**src/rtl/csr_machine_trap.sv**
```systemverilog
// Machine-mode CSR file with privilege tracking, HPM counters and a registered
// one-cycle redirect for trap entry and mret.
module csr_machine_trap #(
  parameter int              XLEN        = 64,
  parameter int              NUM_HPM     = 4,
  parameter logic [XLEN-1:0] RESET_MTVEC = '0
) (
  input  logic                                  clk,
  input  logic                                  rst_n,
  input  logic                                  csr_we,
  input  logic [11:0]                           csr_addr,
  input  logic [XLEN-1:0]                       csr_wdata,
  output logic [XLEN-1:0]                       csr_rdata,
  output logic                                  illegal_csr,
  input  logic [XLEN-1:0]                       pc,
  input  logic                                  instr_retired,
  input  logic                                  exc_valid,
  input  logic [4:0]                            exc_cause,
  input  logic [XLEN-1:0]                       exc_tval,
  input  logic                                  mret,
  input  logic                                  irq_ext,
  input  logic                                  irq_timer,
  input  logic                                  irq_soft,
  input  logic [((NUM_HPM > 0) ? NUM_HPM : 1)-1:0] hpm_event,
  output logic [1:0]                            priv_lvl,
  output logic                                  trap_taken,
  output logic [XLEN-1:0]                       trap_target,
  output logic                                  dbg_redirect
);

  localparam int          HW       = (NUM_HPM > 0) ? NUM_HPM : 1;
  localparam logic [1:0]  PRIV_U   = 2'b00;
  localparam logic [1:0]  PRIV_M   = 2'b11;
  localparam logic [31:0] CNT_MASK = 32'h5 | (((32'h1 << NUM_HPM) - 32'h1) << 3);
  localparam logic [XLEN-1:0] MISA = {(XLEN == 64) ? 2'b10 : 2'b01, {(XLEN-2){1'b0}}}
                                     | XLEN'(12'h100);

  typedef enum logic {IDLE, REDIRECT} state_t;
  state_t state;

  logic            mstatus_mie, mstatus_mpie;
  logic [1:0]      mstatus_mpp;
  logic            msie, mtie, meie, msip_sw, meip_q, mtip_q;
  logic [XLEN-1:0] mtvec, mscratch, mepc, mcause, mtval, mcycle, minstret;
  logic [31:0]     mcounteren, mcountinhibit;
  logic [XLEN-1:0] hpm_cnt [HW];

  logic            rd_impl;
  logic [XLEN-1:0] rd_val;

  always_comb begin
    rd_impl = 1'b1;
    rd_val  = '0;
    case (csr_addr)
      12'h300: begin
        rd_val[3]     = mstatus_mie;
        rd_val[7]     = mstatus_mpie;
        rd_val[12:11] = mstatus_mpp;
      end
      12'h301: rd_val = MISA;
      12'h304: begin
        rd_val[3]  = msie;
        rd_val[7]  = mtie;
        rd_val[11] = meie;
      end
      12'h305: rd_val = mtvec;
      12'h306: rd_val = XLEN'(mcounteren);
      12'h320: rd_val = XLEN'(mcountinhibit);
      12'h340: rd_val = mscratch;
      12'h341: rd_val = mepc;
      12'h342: rd_val = mcause;
      12'h343: rd_val = mtval;
      12'h344: begin
        rd_val[3]  = msip_sw | irq_soft;
        rd_val[7]  = mtip_q;
        rd_val[11] = meip_q;
      end
      12'hB00, 12'hC00, 12'hC01: rd_val = mcycle;
      12'hB02, 12'hC02:          rd_val = minstret;
      default: begin
        rd_impl = 1'b0;
        for (int k = 0; k < NUM_HPM; k++) begin
          if (csr_addr == 12'(32'hB03 + k) || csr_addr == 12'(32'hC03 + k)) begin
            rd_impl = 1'b1;
            rd_val  = hpm_cnt[k];
          end
        end
      end
    endcase
  end

  assign illegal_csr = !rd_impl
                    || (priv_lvl < csr_addr[9:8])
                    || (csr_we && csr_addr[11:10] == 2'b11)
                    || (priv_lvl == PRIV_U && csr_addr[11:5] == 7'h60
                        && !mcounteren[csr_addr[4:0]]);
  assign csr_rdata = illegal_csr ? '0 : rd_val;

  // Event arbitration: exception > interrupt > mret > CSR write.
  logic            pend_ei, pend_si, pend_ti, irq_take, trap_take, mret_take, wr_en;
  logic [4:0]      trap_code;
  logic [XLEN-1:0] tvec_base, trap_pc;

  assign pend_ei   = meip_q & meie;
  assign pend_si   = (msip_sw | irq_soft) & msie;
  assign pend_ti   = mtip_q & mtie;
  assign irq_take  = !exc_valid && instr_retired && (pend_ei || pend_si || pend_ti)
                  && (mstatus_mie || priv_lvl == PRIV_U);
  assign trap_take = exc_valid || irq_take;
  assign mret_take = !trap_take && mret && priv_lvl == PRIV_M;
  assign wr_en     = csr_we && !illegal_csr && !trap_take && !mret_take;
  assign trap_code = exc_valid ? exc_cause : pend_ei ? 5'd11 : pend_si ? 5'd3 : 5'd7;
  assign tvec_base = {mtvec[XLEN-1:2], 2'b00};
  assign trap_pc   = (irq_take && mtvec[1:0] == 2'b01)
                   ? tvec_base + XLEN'({trap_code, 2'b00}) : tvec_base;

  always_ff @(posedge clk or negedge rst_n) begin
    if (!rst_n) begin
      priv_lvl      <= PRIV_M;
      mstatus_mie   <= 1'b0;
      mstatus_mpie  <= 1'b0;
      mstatus_mpp   <= PRIV_U;
      msie          <= 1'b0;
      mtie          <= 1'b0;
      meie          <= 1'b0;
      msip_sw       <= 1'b0;
      meip_q        <= 1'b0;
      mtip_q        <= 1'b0;
      mtvec         <= RESET_MTVEC;
      mscratch      <= '0;
      mepc          <= '0;
      mcause        <= '0;
      mtval         <= '0;
      mcounteren    <= '0;
      mcountinhibit <= '0;
    end else begin
      meip_q <= irq_ext;
      mtip_q <= irq_timer;
      if (trap_take) begin
        mepc         <= pc & ~XLEN'(3);
        mcause       <= {irq_take, {(XLEN-6){1'b0}}, trap_code};
        mtval        <= irq_take ? '0 : exc_tval;
        mstatus_mpie <= mstatus_mie;
        mstatus_mie  <= 1'b0;
        mstatus_mpp  <= priv_lvl;
        priv_lvl     <= PRIV_M;
      end else if (mret_take) begin
        mstatus_mie  <= mstatus_mpie;
        mstatus_mpie <= 1'b1;
        priv_lvl     <= mstatus_mpp;
        mstatus_mpp  <= PRIV_U;
      end else if (wr_en) begin
        case (csr_addr)
          12'h300: begin
            mstatus_mie  <= csr_wdata[3];
            mstatus_mpie <= csr_wdata[7];
            mstatus_mpp  <= (csr_wdata[12:11] == 2'b11) ? PRIV_M : PRIV_U;
          end
          12'h304: begin
            msie <= csr_wdata[3];
            mtie <= csr_wdata[7];
            meie <= csr_wdata[11];
          end
          12'h305: mtvec         <= {csr_wdata[XLEN-1:2], csr_wdata[1] ? 2'b00 : csr_wdata[1:0]};
          12'h306: mcounteren    <= csr_wdata[31:0] & CNT_MASK;
          12'h320: mcountinhibit <= csr_wdata[31:0] & CNT_MASK;
          12'h340: mscratch      <= csr_wdata;
          12'h341: mepc          <= csr_wdata & ~XLEN'(3);
          12'h342: mcause        <= csr_wdata;
          12'h343: mtval         <= csr_wdata;
          12'h344: msip_sw       <= csr_wdata[3];
          default: ;
        endcase
      end
    end
  end

  // A counter write in the same cycle wins over its increment.
  always_ff @(posedge clk or negedge rst_n) begin
    if (!rst_n) begin
      mcycle   <= '0;
      minstret <= '0;
      for (int k = 0; k < HW; k++) hpm_cnt[k] <= '0;
    end else begin
      if (wr_en && csr_addr == 12'hB00) mcycle <= csr_wdata;
      else if (!mcountinhibit[0])       mcycle <= mcycle + XLEN'(1);
      if (wr_en && csr_addr == 12'hB02)                minstret <= csr_wdata;
      else if (!mcountinhibit[2] && instr_retired)     minstret <= minstret + XLEN'(1);
      for (int k = 0; k < NUM_HPM; k++) begin
        if (wr_en && csr_addr == 12'(32'hB03 + k))        hpm_cnt[k] <= csr_wdata;
        else if (!mcountinhibit[3+k] && hpm_event[k])     hpm_cnt[k] <= hpm_cnt[k] + XLEN'(1);
      end
    end
  end

  always_ff @(posedge clk or negedge rst_n) begin
    if (!rst_n) begin
      state       <= IDLE;
      trap_taken  <= 1'b0;
      trap_target <= '0;
    end else if (trap_take || mret_take) begin
      state       <= REDIRECT;
      trap_taken  <= 1'b1;
      trap_target <= trap_take ? trap_pc : mepc;
    end else begin
      state      <= IDLE;
      trap_taken <= 1'b0;
    end
  end

  assign dbg_redirect = (state == REDIRECT);

endmodule

```
**config.mk**
```make
export PLATFORM = sky130hd
export DESIGN_NAME = csr_machine_trap
export DESIGN_NICKNAME = d
export VERILOG_FILES = /design/src/rtl/csr_machine_trap.sv
export SDC_FILE = /design/constraint.sdc
export NUM_CORES = 2
export LEC_CHECK = 0
export ABC_AREA = 0
export CAP_MARGIN = 25
export CELL_PAD_IN_SITES_DETAIL_PLACEMENT = 1
export CELL_PAD_IN_SITES_GLOBAL_PLACEMENT = 1
export CORE_MARGIN = 4
export CORE_UTILIZATION = 49
export DETAILED_ROUTE_END_ITERATION = 8
export PLACE_DENSITY_LB_ADDON = 0.1
export SLEW_MARGIN = 5
export SYNTH_ARGS = -nofsm -noshare
export SYNTH_HDL_FRONTEND = slang
export SYNTH_SLANG_ARGS = --single-unit
```
**constraint.sdc**
```tcl
create_clock -name clk -period 7.4 [get_ports clk]
set_clock_uncertainty 0.15 [all_clocks]
set_input_delay 1.11 -clock clk [delete_from_list [all_inputs] [get_ports clk]]
set_output_delay 1.11 -clock clk [all_outputs]
set_load 0.01 [all_outputs]
```
==> flow_summary.yaml <==
timing:
  min_period_ns: 6.85
  rsz0062_at_grt: "no"
  tns_ns: 0
  fin_crit_sh_pct: 92.5
  worst_pin_slew_ns: 1.30
  max_freq_ghz: 0.146
  setup_viol: 0
  finalMaxSlewViolations: 0
  relSlewSlack_pct: 13.4
  hold_viol_final: 0
setup_path:
  reg2reg_depth: 6
  slowest_stage: "or4_1"
  critPathCaptureType: "output pin"
  cp.buffers_inverters: 2
  cp_cell_sequence: "clkdlybuf4s50_1, or4_1, nor2_4, nand2_1, a21oi_1, a221oi_1, a31oi_1, clkdlybuf4s50_1"
  reg2reg_from: "priv_lvl[1]"
  cp-start-kind: "input port"
  worstPathRequired_ns: 6.14
  path_depth: 8
  critPathMostFrequentCell: "clkdlybuf4s50_1"
  crit_fanout: 15
  worstPathArrival_ns: 5.59
  path_class: "in2out"
  cp_top_family: "simple AND/OR/NAND/NOR gates"
  r2r-end: "mscratch[35]"
  max_stage_delay_ns: 0.98
  r2r_setup_slack_ns: 3.30
logic_synthesis:
  synth-seq-cells: 788
  syn-cell-area_um2: 45600
  yosysUniqueCellTypes: 89
  syn_area_per_cell_um2: 8.89
  synth-async-reset-ratio_pct: 100
  yosys_warnings: 0
  synth-main-ff-cell: "dfrtp_1"
  synth-edff-count: 0
  postSynthCellCount: 5133
  synth_seq_area_share_pct: 43.2
final_layout:
  final_cell_mix: "nand2_1, dfrtp_1, o21ai_0"
  multi_input_area_um2: 24100
  drive_gt1_share_pct: 9.58
  layout_commonest_cell: "nand2_1"
  n_fill_cell: 10500
  seq_area_um2: 19700
  area_growth_pct: 16.8
  num-nets-final: 5517
  stdcell_count: 6602
outcome:
  status: "finished, violations left"
  violations: "DRC"
power_and_ir_drop:
  power.total_uw: 10800
  p_switching_uw: 3010
  vdd_drop_max_mv: 0.184
  power_frac_comb_pct: 10.7
  power.internal_uw: 7760
  p_seq_share_pct: 44.9
  switching_share_pct: 28.0
  clkPwrFrac_pct: 44.3
  p_per_area_nw_per_um2: 202
  p_leak_uw: 0.0203
grt:
  overflow: 0
  grt_max_degree: 160
  grt_pass1_wl_mm: 307
  antenna_found_initial: 14
  grt_usage_pct: 41.7
  grt_pass1_vias: 44800
floorplan:
  start_util_pct: 49.6
  rows: 111
  core_area_um2: 92100
  die_height_um: 313
  num_io_pins: 355
  dieWidth_um: 313
  dieArea_um2: 98100
clocking:
  path_clk_slew_ns: 0.06
  cts-buffers-inserted: 90
  clk_latency_ns: 0.67
  cts_hold_buf: 0
  cts_num_sinks: 788
  cts_tree: "yes"
  root_buffer: "clkbuf_16"
  htree_levels: 3
  post_cts_resized: 0
  cts.path.max_buffers: 3
  post_cts_buffers: 0
min_path:
  hold_path.class: "in2async"
route:
  drt_first_pass_iters: 9
  avgViaCountPerCell: 6.83
  routed_wl_mm: 210
  drt-wirelength-per-cell_um: 31.8
  antenna_left: 0
  detail_route.drc_violations: 4
  detail_route.iter0.violations: 6592
  num_vias: 45100
place:
  gp_congestion: 0.971
  place_inst: 6429
  dpl.hpwl_mm: 151
  numPortBuffers: 350
job:
  drv_cap: 0
## metal layers
| metal | routed length (um) | track usage, % | vias up |
|---|---|---|---|
| met5 | 103 | 0 | - |
| met4 | 11100 | 19.0 | 16 |
| met3 | 24700 | 9.86 | 573 |
| met2 | 90200 | 61.8 | 2751 |
| met1 | 84100 | 58.1 | 23000 |
| li1 | - | - | 18700 |
## stage by stage
step | setup slack, ns | hold slack, ns | util, % | instance area, um2
floorplan | 2.83 | 0.313 | - | 45600
global placement | 0.804 | 0.336 | 54.4 | 50100
detailed placement | 0.751 | 0.346 | 54.5 | 50200
CTS | 0.739 | 0.359 | 57.8 | 53200
global route | 0.602 | 0.367 | 57.9 | 53300
finish | 0.553 | 0.336 | 57.9 | 53300
## power groups by stage
stage	Combinational (uW)	Sequential [uW]	Clock [uW]
global route	1230	4860	4970
finish	1160	4840	4780
CTS	1130	4820	4780
floorplan	562	4780	0
global placement	1070	4890	0
detailed placement	1120	4900	0
## cells in the mapped netlist (all sizes together), types with 6 or more instances
library cell / count / area, um2
dfrtp: 786 / 19700
nor3: 134 / 691
nand4: 122 / 778
clkbuf: 327 / 1230
a31oi: 64 / 407
nand2: 819 / 3070
mux2: 169 / 1900
nor3b: 6 / 45.0
a221oi: 39 / 342
a22oi: 110 / 826
nand3: 164 / 821
o221ai: 7 / 61.3
ha: 12 / 150
o211ai: 6 / 45.0
xnor2: 286 / 2500
a32o: 7 / 70.1
a211oi: 16 / 130
and2: 18 / 114
or4: 21 / 165
buf: 86 / 528
nor4b: 13 / 114
nor4: 110 / 783
xor2: 134 / 1170
a22o: 29 / 254
and3: 119 / 744
inv: 79 / 297
o21ai: 370 / 1850
and4: 40 / 350
a32oi: 9 / 78.8
nor2: 336 / 1270
or2: 7 / 43.8
o22ai: 21 / 131
nand2b: 12 / 75.1
a21oi: 313 / 1570
a222oi: 83 / 831
a21o: 6 / 45.0
a2111oi: 10 / 181
nor2b: 14 / 87.6
mux2i: 145 / 1450
or3: 24 / 151
## sequential cells by signal (all words and copies together) (netlist names), 6 cells and up
register and cells:
mcause 64, mtvec 63, trap_target 62, mcountinhibit 6, hpm_cnt 256, mcounteren 6
mepc 62, minstret 64, mtval 64, mscratch 64, mcycle 64
## logic make-up (layout without fill, tap and decap cells)
group / count (synthesis) / in the layout / share of synthesized area (%)
other cells: 1 / 7 / 0.00822
simple gates: 1984 / 1984 / 20.9
buf+inv: 492 / 712 / 4.50
fa+ha+maj: 13 / 13 / 0.373
xor+xnor: 420 / 420 / 8.06
compound gates: 1120 / 1120 / 15.5
flops: 788 / 788 / 43.2
mux: 315 / 315 / 7.40
## worst max path at each step
stage,from,to,slack [ns]
global placement,csr_addr[5],csr_rdata[31],0.80
floorplan,csr_addr[5],csr_rdata[59],2.83
finish,csr_addr[5],csr_rdata[62],0.55
global route,csr_addr[5],csr_rdata[57],0.60
CTS,csr_addr[5],csr_rdata[57],0.74
detailed placement,csr_addr[5],csr_rdata[62],0.75
## layout make-up
class / instances / area share, %
Antenna cell: 5 / 0.0235
Clock buffer: 123 / 4.78
Clock inverter: 41 / 0.988
Inverter: 79 / 0.556
Multi-Input combinational cell: 3854 / 45.2
Sequential cell: 788 / 37.0
Tap cell: 1243 / 2.92
Timing Repair Buffer: 469 / 8.57
Note: power is estimated with default switching activity, not from simulation.
